`config.mk`:
```
export PLATFORM = sky130hd
export DESIGN_NAME = wb_mem_master_flat
export DESIGN_NICKNAME = d
export VERILOG_FILES = /design/src/rtl/wb_pkg.sv /design/src/rtl/wb_mem_master_if.sv /design/src/rtl/wb_mem_master_timeout.sv /design/src/rtl/wb_mem_master.sv /design/src/flat_wrapper.sv
export SDC_FILE = /design/constraint.sdc
export NUM_CORES = 1
export LEC_CHECK = 0
export CAP_MARGIN = 40
export CORE_ASPECT_RATIO = 1.75
export CORE_UTILIZATION = 38
export DETAILED_ROUTE_END_ITERATION = 6
export GPL_TIMING_DRIVEN = 0
export PLACE_DENSITY_LB_ADDON = 0.1
export SETUP_SLACK_MARGIN = 0.5
export SLEW_MARGIN = 10
export SYNTH_ARGS = -nofsm -noshare
export SYNTH_HDL_FRONTEND = slang
export SYNTH_SLANG_ARGS = --single-unit
```
`constraint.sdc`:
```
create_clock -name i_clk -period 7.7 [get_ports i_clk]
set_clock_uncertainty 0.05 [all_clocks]
set_input_delay 1.925 -clock i_clk [delete_from_list [all_inputs] [get_ports i_clk]]
set_output_delay 1.925 -clock i_clk [all_outputs]
set_load 0.02 [all_outputs]
```
`src/rtl/wb_pkg.sv`:
```
// -----------------------------------------------------------------------------
// wb_pkg -- shared Wishbone definitions
//
// Holds the bus address/data width constants, the matching vector types and
// the master FSM state enumeration. The slave blocks reuse the same package.
// -----------------------------------------------------------------------------
package wb_pkg;

  localparam int WB_ADDR_W = 32;
  localparam int WB_DATA_W = 32;

  typedef logic [WB_ADDR_W-1:0] wb_addr_t;
  typedef logic [WB_DATA_W-1:0] wb_data_t;

  typedef enum logic [1:0] {
    ST_IDLE   = 2'd0,
    ST_STROBE = 2'd1,
    ST_WAIT   = 2'd2
  } wb_state_e;

endpackage

```
`src/rtl/wb_mem_master_if.sv`:
```
// -----------------------------------------------------------------------------
// wb_mem_master_if -- Wishbone pipelined-mode bus between master and slave
//
// Signals (named from the master's point of view):
//   o_wb_cyc, o_wb_stb, o_wb_we  master controls
//   o_wb_addr, o_wb_data         address and write data (32 bits each)
//   i_wb_ack, i_wb_stall, i_wb_err  slave responses
//   i_wb_data                    read data (32 bits)
// Modports: master (drives o_*), slave (drives i_*).
// -----------------------------------------------------------------------------
interface wb_mem_master_if;

  logic             o_wb_cyc;
  logic             o_wb_stb;
  logic             o_wb_we;
  wb_pkg::wb_addr_t o_wb_addr;
  wb_pkg::wb_data_t o_wb_data;
  logic             i_wb_ack;
  logic             i_wb_stall;
  logic             i_wb_err;
  wb_pkg::wb_data_t i_wb_data;

  modport master (
    output o_wb_cyc, o_wb_stb, o_wb_we, o_wb_addr, o_wb_data,
    input  i_wb_ack, i_wb_stall, i_wb_err, i_wb_data
  );

  modport slave (
    input  o_wb_cyc, o_wb_stb, o_wb_we, o_wb_addr, o_wb_data,
    output i_wb_ack, i_wb_stall, i_wb_err, i_wb_data
  );

endinterface

```
`src/rtl/wb_mem_master_timeout.sv`:
```
// -----------------------------------------------------------------------------
// wb_timeout -- response watchdog for wb_mem_master
//
// Counts rising edges while i_run is high and flags o_expired once
// TIMEOUT_CYCLES edges have elapsed since i_run first rose. Dropping i_run
// clears the count, so the master only has to hold i_run for the duration of
// the bus transfer. Only instantiated when WB_MASTER_TIMEOUT_EN is defined.
//
// Ports:
//   i_clk      clock
//   i_reset    asynchronous active-high reset (clears the count)
//   i_run      transfer in flight and strobe accepted
//   o_expired  limit reached in the current cycle (combinational)
// -----------------------------------------------------------------------------
module wb_timeout #(
  parameter int TIMEOUT_CYCLES = 255
) (
  input  logic i_clk,
  input  logic i_reset,
  input  logic i_run,
  output logic o_expired
);

  localparam int CNT_W = $clog2(TIMEOUT_CYCLES + 1);
  localparam logic [CNT_W-1:0] LIMIT = CNT_W'(TIMEOUT_CYCLES);

  logic [CNT_W-1:0] cnt_q;

  always_ff @(posedge i_clk or posedge i_reset) begin
    if (i_reset) begin
      cnt_q <= '0;
    end else if (!i_run) begin
      cnt_q <= '0;
    end else if (cnt_q != LIMIT) begin
      cnt_q <= cnt_q + 1'b1;
    end
  end

  assign o_expired = i_run && (cnt_q == LIMIT);

endmodule

```
`src/rtl/wb_mem_master.sv`:
```
// -----------------------------------------------------------------------------
// wb_mem_master -- single-outstanding Wishbone (pipelined mode) memory master
//
// Turns one requester transfer at a time into a Wishbone cycle and returns a
// one-cycle completion pulse with read data and an error flag.
//
// Ports:
//   i_clk, i_reset        clock, asynchronous active-high reset
//   i_req_valid/we/addr/data  requester transfer (accepted when o_req_ready)
//   o_req_ready           high exactly while idle (pure state decode)
//   o_rsp_valid/data/err  completion pulse, read data, bus error or timeout
//   wb                    Wishbone master modport (wb_mem_master_if)
//
// Build option:
//   WB_MASTER_TIMEOUT_EN  when defined, a wb_timeout watchdog ends a transfer
//                         with an error after TIMEOUT_CYCLES cycles without
//                         ack/err. When undefined the master waits forever.
// -----------------------------------------------------------------------------
module wb_mem_master
  import wb_pkg::*;
#(
  parameter int TIMEOUT_CYCLES = 255
) (
  input  logic               i_clk,
  input  logic               i_reset,
  input  logic               i_req_valid,
  input  logic               i_req_we,
  input  wb_addr_t           i_req_addr,
  input  wb_data_t           i_req_data,
  output logic               o_req_ready,
  output logic               o_rsp_valid,
  output wb_data_t           o_rsp_data,
  output logic               o_rsp_err,
  wb_mem_master_if.master    wb
);

  wb_state_e state_q, state_d;

  logic accept;      // request taken from the requester this cycle
  logic stb_done;    // strobe accepted by the slave this cycle
  logic finish;      // transfer ends at this edge
  logic finish_err;  // ending transfer reports an error
  logic term;        // slave terminates the cycle
  logic expired;

  assign term = wb.i_wb_ack | wb.i_wb_err;

`ifdef WB_MASTER_TIMEOUT_EN
  logic tmo_run;

  // The watchdog starts on the edge the strobe is accepted and keeps running
  // while waiting for the slave's response.
  assign tmo_run = ((state_q == ST_STROBE) && !wb.i_wb_stall) ||
                   (state_q == ST_WAIT);

  wb_timeout #(
    .TIMEOUT_CYCLES (TIMEOUT_CYCLES)
  ) u_timeout (
    .i_clk     (i_clk),
    .i_reset   (i_reset),
    .i_run     (tmo_run),
    .o_expired (expired)
  );
`else
  assign expired = 1'b0;
`endif

  // Ready is decoded from the state register only, so there is no
  // combinational path from the Wishbone inputs to the requester.
  assign o_req_ready = (state_q == ST_IDLE);

  always_ff @(posedge i_clk or posedge i_reset) begin
    if (i_reset) begin
      state_q <= ST_IDLE;
    end else begin
      state_q <= state_d;
    end
  end

  always_comb begin
    state_d    = state_q;
    accept     = 1'b0;
    stb_done   = 1'b0;
    finish     = 1'b0;
    finish_err = 1'b0;
    unique case (state_q)
      ST_IDLE: begin
        // ack/err arriving here belong to no cycle of ours and are ignored.
        if (i_req_valid) begin
          accept  = 1'b1;
          state_d = ST_STROBE;
        end
      end
      ST_STROBE: begin
        if (!wb.i_wb_stall) begin
          stb_done = 1'b1;
          if (term) begin
            // Zero-wait slave: acknowledged together with the strobe.
            finish     = 1'b1;
            finish_err = wb.i_wb_err;
            state_d    = ST_IDLE;
          end else if (expired) begin
            finish     = 1'b1;
            finish_err = 1'b1;
            state_d    = ST_IDLE;
          end else begin
            state_d = ST_WAIT;
          end
        end
      end
      ST_WAIT: begin
        if (term) begin
          finish     = 1'b1;
          finish_err = wb.i_wb_err;
          state_d    = ST_IDLE;
        end else if (expired) begin
          finish     = 1'b1;
          finish_err = 1'b1;
          state_d    = ST_IDLE;
        end
      end
      default: state_d = ST_IDLE;
    endcase
  end

  // ---- registered bus controls and response ----
  always_ff @(posedge i_clk or posedge i_reset) begin
    if (i_reset) begin
      wb.o_wb_cyc  <= 1'b0;
      wb.o_wb_stb  <= 1'b0;
      wb.o_wb_we   <= 1'b0;
      wb.o_wb_addr <= '0;
      wb.o_wb_data <= '0;
      o_rsp_valid  <= 1'b0;
      o_rsp_err    <= 1'b0;
      o_rsp_data   <= '0;
    end else begin
      o_rsp_valid <= finish;
      o_rsp_err   <= finish & finish_err;
      if (accept) begin
        wb.o_wb_cyc  <= 1'b1;
        wb.o_wb_stb  <= 1'b1;
        wb.o_wb_we   <= i_req_we;
        wb.o_wb_addr <= i_req_addr;
        wb.o_wb_data <= i_req_data;
      end
      if (stb_done || finish) begin
        wb.o_wb_stb <= 1'b0;
      end
      if (finish) begin
        wb.o_wb_cyc <= 1'b0;
      end
      // Read data is taken on the ack cycle and held until the next read.
      if (finish && !wb.o_wb_we && wb.i_wb_ack) begin
        o_rsp_data <= wb.i_wb_data;
      end
    end
  end

endmodule

```
`src/flat_wrapper.sv`:
```
// flat-port wrapper written by rule: the top's interface ports become plain ports
module wb_mem_master_flat import wb_pkg::*;
#(
  parameter int TIMEOUT_CYCLES = 255
)
  (i_clk, i_reset, i_req_valid, i_req_we, i_req_addr, i_req_data, o_req_ready, o_rsp_valid, o_rsp_data, o_rsp_err, wb_o_wb_cyc, wb_o_wb_stb, wb_o_wb_we, wb_o_wb_addr, wb_o_wb_data, wb_i_wb_ack, wb_i_wb_stall, wb_i_wb_err, wb_i_wb_data);
  wb_mem_master_if wb_i ();
  input  logic i_clk;
  input  logic i_reset;
  input  logic i_req_valid;
  input  logic i_req_we;
  input  wb_addr_t i_req_addr;
  input  wb_data_t i_req_data;
  output logic o_req_ready;
  output logic o_rsp_valid;
  output wb_data_t o_rsp_data;
  output logic o_rsp_err;
  output wire logic [$bits(wb_i.o_wb_cyc)-1:0] wb_o_wb_cyc;
  output wire logic [$bits(wb_i.o_wb_stb)-1:0] wb_o_wb_stb;
  output wire logic [$bits(wb_i.o_wb_we)-1:0] wb_o_wb_we;
  output wire logic [$bits(wb_i.o_wb_addr)-1:0] wb_o_wb_addr;
  output wire logic [$bits(wb_i.o_wb_data)-1:0] wb_o_wb_data;
  input wire logic [$bits(wb_i.i_wb_ack)-1:0] wb_i_wb_ack;
  input wire logic [$bits(wb_i.i_wb_stall)-1:0] wb_i_wb_stall;
  input wire logic [$bits(wb_i.i_wb_err)-1:0] wb_i_wb_err;
  input wire logic [$bits(wb_i.i_wb_data)-1:0] wb_i_wb_data;
  assign wb_o_wb_cyc = wb_i.o_wb_cyc;
  assign wb_o_wb_stb = wb_i.o_wb_stb;
  assign wb_o_wb_we = wb_i.o_wb_we;
  assign wb_o_wb_addr = wb_i.o_wb_addr;
  assign wb_o_wb_data = wb_i.o_wb_data;
  assign wb_i.i_wb_ack = wb_i_wb_ack;
  assign wb_i.i_wb_stall = wb_i_wb_stall;
  assign wb_i.i_wb_err = wb_i_wb_err;
  assign wb_i.i_wb_data = wb_i_wb_data;
  wb_mem_master #(.TIMEOUT_CYCLES(TIMEOUT_CYCLES)) u_core (.i_clk(i_clk), .i_reset(i_reset), .i_req_valid(i_req_valid), .i_req_we(i_req_we), .i_req_addr(i_req_addr), .i_req_data(i_req_data), .o_req_ready(o_req_ready), .o_rsp_valid(o_rsp_valid), .o_rsp_data(o_rsp_data), .o_rsp_err(o_rsp_err), .wb(wb_i));
endmodule
```
==> key figures, run 1 <==
STA
  • Slew Limit Headroom: 70.7%
  • Final setup viols: 0
  • Fin Setup TNS: 0 ps
  • Slew @ Worst Pin: 440 ps
  • Min Clock Period, post-route: 3680 ps
  • Fin crit share: 47.7%
  • Final hold slack: 453 ps
  • RSZ-0062 raised after global routing: no
  • Slew Limit Fails: 0
  • Final hold violation count: 0
  • Fmax: 0.272 GHz

Layout
  • Final nets: 560
  • FILL cells: 829
  • Area Overhead vs Synth: 61.0%
  • Fraction of layout cells with a size suffix above 1: 27.5%
  • Diodes inserted: 0

Yosys
  • Area fraction in compound gates after synthesis: 1.86%
  • Synth Cell Area: 4180 um^2
  • Avg Synthesized Cell Area: 17.6 um^2
  • Dominant cell type by area after synthesis: dfrtp_1
  • Top FF cell, synth: dfrtp_1
  • Sequential share of the synthesized area: 61.7%
  • Synthesized instance count: 237
  • Top-area cell type share of the netlist area: 61.7%
  • XOR/XNOR Fraction of Synth Area: 0%
  • Adder-Cell Fraction of Synth Area: 1.20%
  • FFs w/ async S/R, synth: 100%
  • FF+latch count, synth: 103
  • Library cells used by synthesis: 20
  • Syn Nets: 344
  • Mux cell area share after synthesis: 31.3%
  • Post-synth EDFFs: 0
  • Number of warnings issued by yosys: 0
  • Top-count cell post-synth: dfrtp_1
  • Post-synth top cells: dfrtp_1 (103), mux2_4 (57), mux2_2 (39), buf_6 (7)
  • Largest family of logic cells by synthesized area: multiplexers
  • Synth area leaders: dfrtp_1 (62%), mux2_4 (20%), mux2_2 (11%)
  • Simple-Gate Fraction of Synth Area: 1.17%

Floorplanning
  • Die area: 11400 um^2
  • Core area: 10700 um^2
  • Starting density of the core: 39.1%
  • Die Y: 141 um
  • FP Rows: 50
  • Chip width: 81.3 um
  • Ports: 205

Placed design
  • Routability Congestion: 0.743
  • Post-DP HPWL: 7290 um
  • Port bufs: 204

Clocking
  • H-tree depth: 3
  • Root Driver: clkbuf_16
  • CTS tree: done
  • Reg clk slew, reported paths: 60 ps
  • Worst-Skew Late Latency: 340 ps
  • # resized after CTS: 0
  • Post-CTS setup buffers: 0
  • Clock Tree Buf Depth: 2
  • Num CTS Buffers: 9
  • CTS Hold Bufs: 0
  • # clock sinks: 103

Critical path
  • Worst setup SP type: register
  • CP required: 5730 ps
  • Slowest cell on crit path: clkdlybuf4s50_1
  • CP max stage delay: 650 ps
  • Worst path bufs/invs: 2
  • Crit path max-delay family: buffers and inverters
  • CP Data Arrival Time: 1700 ps
  • Critical path capture point type: output port
  • Worst-path fanout max: 4
  • CP cell instances: inv_1 > ha_1 > clkdlybuf4s50_1
  • Kind of critical path: reg -> out

Drt
  • DRT Pass-1 Iters: 2
  • Drt total wl: 9700 um
  • DR iter-0 viols: 65
  • Antenna viol nets, final: 0
  • Via count: 2780
  • DRC viols: 0
  • Vias per inst: 4.73
  • Drt wl/cell: 16.5 um

Power and ir drop
  • Leakage Power: 2.97 nW
  • Max rail drop VDD: 210 uV
  • Pwr per Cell Area: 435 nW/um^2

Global route
  • Grt ovf: 0
  • Initial antenna violation count: 0
  • Largest net degree at the start of global routing: 88
  • Vias in the first global route: 2969
  • First-pass GRT wire length: 14900 um
  • Overall routing resource usage: 17.4%

Outcome
  • Status: completed

Hold path
  • Worst Hold Class: reg -> reg

Flow run
  • MaxCap Viol Count: 0
==> cell type report <==
cell class / instances / area, um^2 / share of cell area [%]
inverter: 5 / 23.8 / 0.353
timing repair buffer: 205 / 2070 / 30.8
clock buffer: 12 / 256 / 3.81
clock inverter: 4 / 53.8 / 0.800
buffer: 11 / 98.8 / 1.47
multi-input combinational: 118 / 1480 / 22.0
sequential: 103 / 2580 / 38.3
tap: 130 / 163 / 2.42
==> where the power goes <==
group	leakage (nW)	total (mW)	internal (mW)	switching [mW]
logic	1.59	1.51	0.863	0.648
clock network	0.145	0.467	0.271	0.196
registers	1.23	0.950	0.811	0.139
==> path summary, 6_finish.rpt <==
path                       slack (ps)  depth (start not counted)                      end                     from
min                               450                          1  u_core.wb.o_wb_data[27]  u_core.wb.o_wb_data[27]
max reg2reg                      5870                          7   u_core.wb.o_wb_addr[9]        u_core.state_q[0]
min reg2reg                       450                          1  u_core.wb.o_wb_data[27]  u_core.wb.o_wb_data[27]
max in group asynchronous        5070                          3  u_core.wb.o_wb_addr[21]                  i_reset
min in group asynchronous        1830                          2    u_core.o_rsp_data[27]                  i_reset
max                              4020                          3              o_req_ready        u_core.state_q[0]
==> cell families (layout without fill, tap and decap cells) <==
| family | Yosys count | count (layout) |
|---|---|---|
| multiplexers | 97 | 97 |
| AND/OR/NAND/NOR | 9 | 9 |
| AO/OA/AOI/OAI | 8 | 8 |
| buffers and inverters | 16 | 237 |
| adder cells (fa/ha/maj) | 4 | 4 |
| flip-flops | 103 | 103 |
==> state kept, by name, indices dropped and copies added (netlist names) <==
name / flops
u_core.o_rsp_data: 32
u_core.wb.o_wb_addr: 32
u_core.wb.o_wb_data: 32
u_core.state_q: 2
u_core.o_rsp_err: 1
u_core.o_rsp_valid: 1
u_core.wb.o_wb_cyc: 1
u_core.wb.o_wb_stb: 1
u_core.wb.o_wb_we: 1
==> metal layers <==
metal | up-vias | wire (um) | track usage (%)
li1 | 1256 | - | -
met1 | 1387 | 3570 | 18.9
met2 | 119 | 5110 | 29.9
met3 | 18 | 726 | 5.24
met4 | 0 | 295 | 8.74
met5 | - | 0 | 0
==> cells in the final DEF, fill, tap and decap left out <==
cell / netlist / final
a32o_1: 1 / 1
clkinvlp_4: 0 / 2
buf_6: 7 / 7
o2111ai_4: 1 / 1
clkdlybuf4s50_1: 0 / 204
inv_6: 0 / 1
dfrtp_1: 103 / 103
o21ai_0: 2 / 2
ha_1: 4 / 4
a221o_1: 1 / 1
mux2_2: 39 / 39
mux2_4: 57 / 57
nor2b_4: 1 / 1
clkbuf_8: 0 / 2
clkbuf_1: 0 / 1
buf_2: 4 / 4
nor2_1: 5 / 5
mux2_1: 1 / 1
clkbuf_16: 0 / 9
a21oi_1: 1 / 1
inv_1: 5 / 4
o22a_1: 1 / 1
buf_16: 0 / 1
o21a_1: 1 / 1
nand2_1: 1 / 1
bufinv_16: 0 / 1
clkinv_4: 0 / 1
and2_1: 1 / 1
nor2b_1: 1 / 1
==> through the flow <==
stage	total power, mW	utilization [%]	instance area [um^2]	worst slack (ps)	cells
final	2.93	62.9	6730	4020	588
after global routing	3.08	62.9	6730	3920	588
after CTS	2.97	62.9	6730	4000	588
after detailed placement	2.48	60.0	6410	4080	572
after global placement	2.46	59.7	6380	1460	571
after floorplan	1.78	-	4180	3020	237
(Power assumes the default switching activity.)
==> inputs of run 2 (changes only) <==
--- a/config.mk
+++ b/config.mk
@@ -7,7 +7,7 @@
 export LEC_CHECK = 0
 export CAP_MARGIN = 40
 export CORE_ASPECT_RATIO = 1.75
-export CORE_UTILIZATION = 38
+export CORE_UTILIZATION = 37
 export DETAILED_ROUTE_END_ITERATION = 6
 export GPL_TIMING_DRIVEN = 0
 export PLACE_DENSITY_LB_ADDON = 0.1
==> constraint.sdc (replaced) <==
create_clock -name i_clk -period 3.1 [get_ports i_clk]
set_clock_uncertainty 0.05 [all_clocks]
set_input_delay 0.775 -clock i_clk [delete_from_list [all_inputs] [get_ports i_clk]]
set_output_delay 0.775 -clock i_clk [all_outputs]
set_load 0.02 [all_outputs]
==> run 2 against run 1 <==
  * Final cell count up 0.34%
  * Sequential power up 150%
  * Sequential cell count unchanged
  * Power up 150%
  * Non-clock buffer count up 2
  * Register-to-register slack worse by 4600 ps
  * Design area up 0.52%
  * Combinational power up 150%
  * Core utilization down 1.6 points
  * Critical path type unchanged
==> key figures, run 2 (synthesis gave the netlist of run 1 again) <==
Layout
  • Commonest non-fill, non-tap cell in the layout: clkdlybuf4s50_1
  • Most frequent cells in the layout: clkdlybuf4s50_1 (203), dfrtp_1 (103), mux2_4 (57), mux2_2 (39), clkbuf_16 (9)
  • Top flop regs: u_core.o_rsp_data: 32 flops, u_core.wb.o_wb_addr: 32 flops, u_core.wb.o_wb_data: 32 flops
  • Area Overhead vs Synth: 61.8%
  • Fraction of layout cells with a size suffix above 1: 27.5% (unchanged)
  • Post-route cell area: 6760 um^2 (+0.52%)
  • Final nets: 562 (+0.36%)
  • Final Instance Count excl. Fillers: 590 (+0.34%)
  • Diodes inserted: 0 (unchanged)

STA
  • Final setup viols: 0 (unchanged)
  • PnR worst setup slack: 931 ps (-3090 ps)
  • Final hold violation count: 0 (unchanged)
  • RSZ-0062 raised after global routing: no
  • Fin crit share: 70.0%
  • Slew Limit Fails: 0 (unchanged)
  • Slew @ Worst Pin: 608 ps (+168 ps)
  • Min Clock Period, post-route: 2170 ps
  • Fmax: 0.461 GHz
  • Final hold slack: 454 ps (+0.632 ps)
  • Slew Limit Headroom: 59.4% (-11 points)
  • Fin Setup TNS: 0 ps (unchanged)

Floorplanning
  • FP Rows: 51 (+2.0%)
  • Core area: 11000 um^2 (+3.2%)
  • Die area: 11700 um^2 (+2.7%)
  • Chip width: 82.3 um (+1.3%)
  • Ports: 205 (unchanged)
  • Starting density of the core: 37.8% (-1.2 points)
  • Die Y: 143 um (+1.3%)

Clocking
  • Clock Tree Buf Depth: 2 (unchanged)
  • Worst-Skew Late Latency: 340 ps (about the same)
  • # clock sinks: 103 (unchanged)
  • CTS Hold Bufs: 0 (unchanged)
  • # resized after CTS: 0 (unchanged)
  • Reg clk slew, reported paths: 60 ps (about the same)
  • Num CTS Buffers: 9 (unchanged)
  • Post-CTS setup buffers: 0 (unchanged)
  • CTS tree: done
  • Root Driver: clkbuf_16
  • H-tree depth: 3 (unchanged)

Power and ir drop
  • Leakage Power: 2.99 nW (+0.78%)
  • Clock share of power: 16.0% (about the same)
  • Cell internal pwr: 4.86 mW (+150%)
  • Pwr per Cell Area: 1080 nW/um^2 (+150%)
  • Max rail drop VDD: 543 uV (+160%)
  • P_sw: 2.42 mW (+150%)
  • Comb power frac: 51.7% (about the same)
  • Sw Ratio: 33.3% (-0.29 points)
  • Flop pwr share: 32.3% (-0.2 points)

Critical path
  • Worst-path fanout max: 2 (-2)
  • CP Data Arrival Time: 1340 ps (-360 ps)
  • WP depth: 1 (-2)
  • Crit path max-delay family: buffers and inverters
  • Slowest cell on crit path: clkdlybuf4s50_1
  • Worst setup SP type: register
  • Reg-to-reg slack, setup: 1250 ps (-4620 ps)
  • Critical path capture point type: output port
  • Worst path bufs/invs: 1 (-1)
  • CP max stage delay: 660 ps (about the same)
  • CP cell instances: clkdlybuf4s50_1
  • CP required: 2270 ps (-3460 ps)
  • Reg2reg path depth: 7 (unchanged)
  • Kind of critical path: reg -> out

Placed design
  • DP Area: 6460 um^2 (+0.64%)
  • Place WS: 695 ps (-3390 ps)
  • Routability Congestion: 0.726 (-2.3%)
  • Port bufs: 204 (unchanged)
  • Post-DP HPWL: 7380 um (+1.1%)
  • Cell total after placement: 576 (+0.70%)

Global route
  • Grt ovf: 0 (unchanged)
  • Largest net degree at the start of global routing: 30 (-66%)
  • Overall routing resource usage: 17.1% (-0.31 points)
  • Met3 usage: 4.42% (-0.82 points)
  • Grt met2 use: 29.6% (-0.25 points)
  • GR Layer Usage met1: 19.2% (+0.28 points)
  • Layer with the highest usage: met2
  • Vias in the first global route: 2845 (-4.2%)
  • First-pass GRT wire length: 14700 um (-1.3%)
  • Initial antenna violation count: 0 (unchanged)

Drt
  • DR iter-0 viols: 37 (-43%)
  • Drt total wl: 9680 um (-0.23%)
  • Antenna viol nets, final: 0 (unchanged)
  • Vias per inst: 4.63 (-2.1%)
  • Via count: 2731 (-1.8%)
  • Drt wl/cell: 16.4 um (-0.57%)
  • DRT Pass-1 Iters: 6 (+4)
  • DRC viols: 0 (unchanged)

Flow run
  • MaxCap Viol Count: 0 (unchanged)

Outcome
  • Status: completed

Hold path
  • Worst Hold Class: reg -> reg
  • Hold path cells: 1 (unchanged)
[run 2: final cells by class]
cell class / instances / area [um^2]
plain buffers: 11 / 98.8
flip-flops and latches: 103 / 2580
multi-input cells: 118 / 1480
well taps: 132 / 165
clock buffers: 10 / 229
fillers: 898 / 4280
inverters: 5 / 22.5
repair buffers: 207 / 2110
clock inverters: 4 / 72.6
[run 2: layer usage]
metal  wire length [um]  part of all wire [%]
met1               3530                    36
met2               5290                    55
met4                226                   2.3
met3                631                   6.5
met5                  0                     0
[run 2: per-stage QoR]
step	total power [mW]	util, %
after global routing	7.66	61.2
after floorplan	4.43	-
after detailed placement	6.18	58.5
after global placement	6.10	57.9
final	7.28	61.2
after CTS	7.40	61.2
[run 2: power groups by stage]
stage	Combinational [mW]	Sequential [mW]	Clock (mW)
detailed placement	3.80	2.38	0
global route	3.96	2.45	1.25
CTS	3.82	2.37	1.21
finish	3.76	2.36	1.17
global placement	3.75	2.35	0
floorplan	1.24	3.19	0
[run 2: worst paths after layout]
kind / start / endpoint
setup / recovery: u_core.wb.o_wb_stb / wb_o_wb_stb
hold / removal: u_core.wb.o_wb_data[7] / u_core.wb.o_wb_data[7]
setup reg to reg: u_core.state_q[0] / u_core.wb.o_wb_addr[15]
hold reg to reg: u_core.wb.o_wb_data[7] / u_core.wb.o_wb_data[7]
max in group asynchronous: i_reset / u_core.wb.o_wb_data[5]
min in group asynchronous: i_reset / u_core.o_rsp_data[28]
==> variant 1: new RTL, flow settings as in run 1 <==
Change the package constant `WB_DATA_W` from 32 to 64.
--- a/src/rtl/wb_pkg.sv
+++ b/src/rtl/wb_pkg.sv
@@ -9,3 +9,3 @@
   localparam int WB_ADDR_W = 32;
-  localparam int WB_DATA_W = 32;
+  localparam int WB_DATA_W = 64;
 
Ports: changed (resized i_req_data, o_rsp_data, wb_i_wb_data and wb_o_wb_data); port bits go from 205 to 333. The function was not compared with the original's and may differ.
==> variant 1 against run 1 <==
  * Via count up 59%
  * Sequential share of layout area rose by 0.53 points
  * Register-to-register slack lost 0.21 ns
  * Sequential power is 63% higher
  * Setup slack got worse by 0.12 ns
  * Sequential cell count up 64
  * Cell area grew 60%
  * Critical endpoint unchanged
  * Area after synthesis increased by 57%
  * Power increased by 62%
  * Critical path type unchanged
  * First-iteration DRC count grew 51%
  * Routed wire length grew 78%
==> variant 1: results (changes against run 1) <==
- Status: completed (unchanged)
- Yosys cell types: 21 (was 20)
- Filler cell count: 1347 (was 829)
- Post-Synthesis Net Count: 542 (was 344)
- Lkg Pwr: 4.71 nW (was 2.97 nW)
- Port Buffers: 332 (was 204)
- Clk. pwr: 0.000821 W (was 0.000467 W)
- Bufs w/o clock: 350 (was 216)
- Vias after detailed routing: 4434 (was 2780)
- GP Congestion: 0.751 (was 0.743)
- NonClk Buf Share: 0.324 (was 0.322)
- Global-route wire length before repair: 26300 um (was 14900 um)
- Biggest regs: u_core.o_rsp_data x64, u_core.wb.o_wb_data x64, u_core.wb.o_wb_addr x32 (was u_core.o_rsp_data x32, u_core.wb.o_wb_addr x32, u_core.wb.o_wb_data x32)
- Hold Crit Depth: 1 (unchanged)
- Peak supply drop: 0.000216 V (was 0.000210 V)
- Clock-cell share of area: 0.0527 (was 0.0461)
- Largest net degree at the start of global routing: 122 (was 88)
- Layout cell share with drive strength beyond 1: 0.279 (was 0.275)
- Worst slack, placed: 3.91 ns (was 4.08 ns)
- Vias in the first global route: 4911 (was 2969)
- Area Growth Syn to Fin: 64.3% (was 61.0%)
- Multi-In Gates: 182 (was 118)
- Largest cells by area after synthesis: dfrtp_1, mux2_2, mux2_4, buf_6, mux2_1 (was dfrtp_1, mux2_4, mux2_2, buf_6, ha_1)
- Area of the multi-input gates: 2220 um2 (was 1480 um2)
- Seq/Total Area, Yosys: 0.639 (was 0.617)
- CLK BUF: 23 (was 12)
- Detailed Place HPWL: 13100 um (was 7290 um)
- Int Pwr: 0.00314 W (was 0.00194 W)
- Tap cells: 227 (was 130)
- Initial DRT Pass Iterations: 4 (was 2)
- Critical Path AT: 1.82 ns (was 1.70 ns)
- Tightest Pin Transition: 0.592 ns (was 0.440 ns)
- TritonCTS buffer count: 17 (was 9)
- Delay of the slowest critical-path stage: 0.67 ns (was 0.65 ns)
- Gate power share: 0.500 (was 0.516)
- Routed WL: 17300 um (was 9700 um)
- Clk_lat worst skew: 0.41 ns (was 0.34 ns)
- Sink Count: 167 (was 103)
- 1st-iter DRT viols: 98 (was 65)
- H-tree Lvls: 4 (was 3)
- Final net count: 894 (was 560)
- R2r worst-path depth: 6 (was 7)
- FF/Latch Area: 4180 um2 (was 2580 um2)
## variant 1: cell count changes after synthesis
cell	run 1	this run
a221o_1	1	0
mux2_4	57	60
mux2_1	1	5
mux2_2	39	96
dfrtp_1	103	167
buf_2	4	9
buf_4	0	1
a221o_2	0	1
## variant 1: metal layers
metal  track usage  up-vias  share of wire
li1              -     2003              -
met1         0.201     2187           0.34
met2         0.362      219           0.55
met3        0.0676       25          0.080
met4        0.0942        0          0.030
met5             0        -              0
## variant 1: per-stage QoR
| step | instances | total power, W | TNS, ns |
|---|---|---|---|
| global placement | 930 | 0.00390 | -136.56 |
| CTS | 962 | 0.00481 | 0 |
| floorplan | 371 | 0.00279 | 0 |
| finish | 962 | 0.00475 | 0 |
| detailed placement | 931 | 0.00396 | 0 |
| global route | 962 | 0.00499 | 0 |
## variant 1: final timing paths
check | from | to | slack [ns]
min in group asynchronous | i_reset | u_core.o_rsp_data[34]$_DFFE_PP0P_ | 1.85
setup reg to reg | u_core.state_q[1]$_DFFE_PP0P_ | u_core.o_rsp_data[31]$_DFFE_PP0P_ | 5.66
setup / recovery | u_core.state_q[0]$_DFFE_PP0P_ | o_req_ready | 3.91
hold reg to reg | u_core.wb.o_wb_addr[0]$_DFFE_PP0P_ | u_core.wb.o_wb_addr[0]$_DFFE_PP0P_ | 0.45
max in group asynchronous | i_reset | u_core.wb.o_wb_data[21]$_DFFE_PP0P_ | 4.85
hold / removal | u_core.wb.o_wb_addr[0]$_DFFE_PP0P_ | u_core.wb.o_wb_addr[0]$_DFFE_PP0P_ | 0.45
## variant 1: kinds of logic after synthesis
group | after synthesis | share of synthesized area
muxes | 161 | 0.311
AOI/OAI and AO/OA | 8 | 0.0120
and+or+nand+nor | 9 | 0.00746
adders and majority gates | 4 | 0.00765
DFF | 167 | 0.639
buffers and inverters | 22 | 0.0229
==> variant 2: new RTL, config.mk and constraints of run 1 <==
Without the edit above. Make the reset (`i_reset`) synchronous in 2 clocked blocks. Comments in the files are not updated.
--- a/src/rtl/wb_mem_master.sv
+++ b/src/rtl/wb_mem_master.sv
@@ -71,3 +71,3 @@
 
-  always_ff @(posedge i_clk or posedge i_reset) begin
+  always_ff @(posedge i_clk) begin
     if (i_reset) begin
@@ -126,3 +126,3 @@
   // ---- registered bus controls and response ----
-  always_ff @(posedge i_clk or posedge i_reset) begin
+  always_ff @(posedge i_clk) begin
     if (i_reset) begin
Function: differs if i_reset is asserted again (counterexample within 4 cycles, from zero or initial values and one cycle with i_reset high); with i_reset held inactive, the same outputs for 10 cycles.
==> variant 2 against run 1 <==
  * Register-to-register slack is essentially flat
  * Sequential cell count is the same
  * Final cell count grew 37%
  * Die area shrank 4.6%
  * Setup slack gained 0.049 ns
  * Area after synthesis shrank 4.7%
  * Routed wire length grew 11%
  * Utilization grew 0.29 points
  * Count of clock-buffer cells in the layout shrank 3
  * Via count grew 34%
  * Cell area shrank 3.9%
  * Critical endpoint unchanged
Power is not compared: it rests on default switching activity, and its combinational part moved more than twofold at a synthesized area within 25%.
==> variant 2: results (changes against run 1) <==
- Status: completed (unchanged)
- Tightest Pin Transition: 0.493 ns (was 0.440 ns)
- Critical path startpoint: u_core.state_q[0]$_SDFFE_PP0P_ (was u_core.state_q[0]$_DFFE_PP0P_)
- WHS Endpoint: u_core.wb.o_wb_data[1]$_SDFFE_PP0P_ (was u_core.wb.o_wb_data[27]$_DFFE_PP0P_)
- Max Buffers Root-to-Sink: 2 (unchanged)
- Critical Path End: o_req_ready (unchanged)
- Root Buffer: clkbuf_16 (unchanged)
- DP Cell Count: 788 (was 572)
- Tot GR Track Use: 0.196 (was 0.174)
- Synth cell count leaders: nand2_1, dfxtp_1, nand2b_1 (was dfrtp_1, mux2_4, mux2_2)
- Detailed Place HPWL: 8400 um (was 7290 um)
- Layout cell share with drive strength beyond 1: 0.0399 (was 0.275)
- Async set-reset flop share out of synthesis: 0 (was 1.00)
- Seq/Total Area, Yosys: 0.518 (was 0.617)
- Worst Hold Launch: u_core.wb.o_wb_data[1]$_SDFFE_PP0P_ (was u_core.wb.o_wb_data[27]$_DFFE_PP0P_)
- Biggest regs: u_core.o_rsp_data x32, u_core.wb.o_wb_addr x32, u_core.wb.o_wb_data x32 (unchanged)
- Finished Layout Cells: 803 (was 588)
- Sum Neg Setup Slack: 0 ns (unchanged)
- TritonCTS buffer count: 9 (unchanged)
- Port Buffers: 203 (was 204)
- Delay of the slowest critical-path stage: 0.65 ns (about the same)
- Largest net degree at the start of global routing: 18 (was 88)
- Hold Crit Class: reg -> reg (unchanged)
- 1st-iter DRT viols: 113 (was 65)
- Largest cells by area after synthesis: dfxtp_1, nand2_1, nand2b_1, mux2i_1, a21oi_1 (was dfrtp_1, mux2_4, mux2_2, buf_6, ha_1)
- Hold Crit Depth: 2 (was 1)
- Placed Area: 6170 um2 (was 6410 um2)
- Yosys cell types: 23 (was 20)
- GP Congestion: 0.746 (was 0.743)
- Post-Synthesis Net Count: 565 (was 344)
- Critical Path AT: 1.65 ns (was 1.70 ns)
- Initial antenna violation count: 0 (unchanged)
- Global-route wire length before repair: 16600 um (was 14900 um)
- Synth warn: 0 (unchanged)
- Vias in the first global route: 3575 (was 2969)
- Starting Density: 0.389 (was 0.391)
- R2r worst-path depth: 6 (was 7)
- Post-Syn Area per Cell: 8.69 um2 (was 17.6 um2)
- Initial DRT Pass Iterations: 4 (was 2)
- Wire per inst: 13.4 um (was 16.5 um)
- Final net count: 779 (was 560)
- R2r endpoint: u_core.o_rsp_data[18]$_SDFFE_PP0P_ (was u_core.wb.o_wb_addr[9]$_DFFE_PP0P_)
- Main synth FF type: dfxtp_1 (was dfrtp_1)
- Vias after detailed routing: 3736 (was 2780)
- Reg2reg setup slack: 5.87 ns (about the same)
==> variant 2: cell types whose count changed in the layout (fill, tap and decap cells not counted), moves of 57 or more <==
cell	run 1	this run
dfxtp_1	0	103
dfrtp_1	103	0
mux2_4	57	0
nand2_1	1	133
a21oi_1	1	65
nand2b_1	0	67
==> variant 2: cell type report <==
type                       count  area [um2]
clock buffer                   9         225
inverter                       4        15.0
timing repair buffer         203        2030
tap                          127         159
fill                         869        3770
multi-input combinational    318        1750
buffer                        33         155
sequential                   103        2060
clock inverter                 6        68.8
==> variant 2: kinds of logic (layout without fill, tap and decap cells) <==
group,count (synthesis),in the layout,synth area share
AND/OR/NAND/NOR,210,210,0.248
AO/OA/AOI/OAI,71,71,0.0962
adder cells (fa/ha/maj),4,4,0.0126
flip-flops,103,103,0.518
multiplexers,33,33,0.0830
buffers and inverters,37,255,0.0427
==> variant 2: metrics by stage <==
step                power [W]  hold slack (ns)  setup slack, ns
detailed placement   0.000963            0.396             4.13
global placement     0.000956            0.391             4.17
CTS                   0.00142            0.407             4.05
finish                0.00140            0.403             4.07
global route          0.00148            0.423             3.98
floorplan            0.000788            0.416             4.77
==> variant 2: worst reg2reg max path, cell delays in order (launching register included) <==
cell,delay [ns]
dfxtp_1,0.36
inv_1,0.10
ha_1,0.31
nand2_1,0.09
a211oi_4,0.40
buf_6,0.24
mux2i_1,0.22
==> variant 2: power by group through the flow <==
| stage | Combinational (W) | Clock, W | Sequential (W) |
|---|---|---|---|
| 3_5_place_dp | 0.000352 | 0 | 0.000611 |
| 2_1_floorplan | 0.000128 | 0 | 0.000661 |
| 4_1_cts | 0.000354 | 0.000469 | 0.000598 |
| 3_3_place_gp | 0.000347 | 0 | 0.000609 |
| 6_report | 0.000350 | 0.000454 | 0.000598 |
| 5_1_grt | 0.000383 | 0.000491 | 0.000603 |
==> variant 2: routing by layer <==
layer,vias up,global-route usage,wire length (um)
met5,-,0,0
li1,1898,-,-
met4,0,0.0949,240
met3,16,0.0570,730
met2,136,0.360,5780
met1,1686,0.197,4050
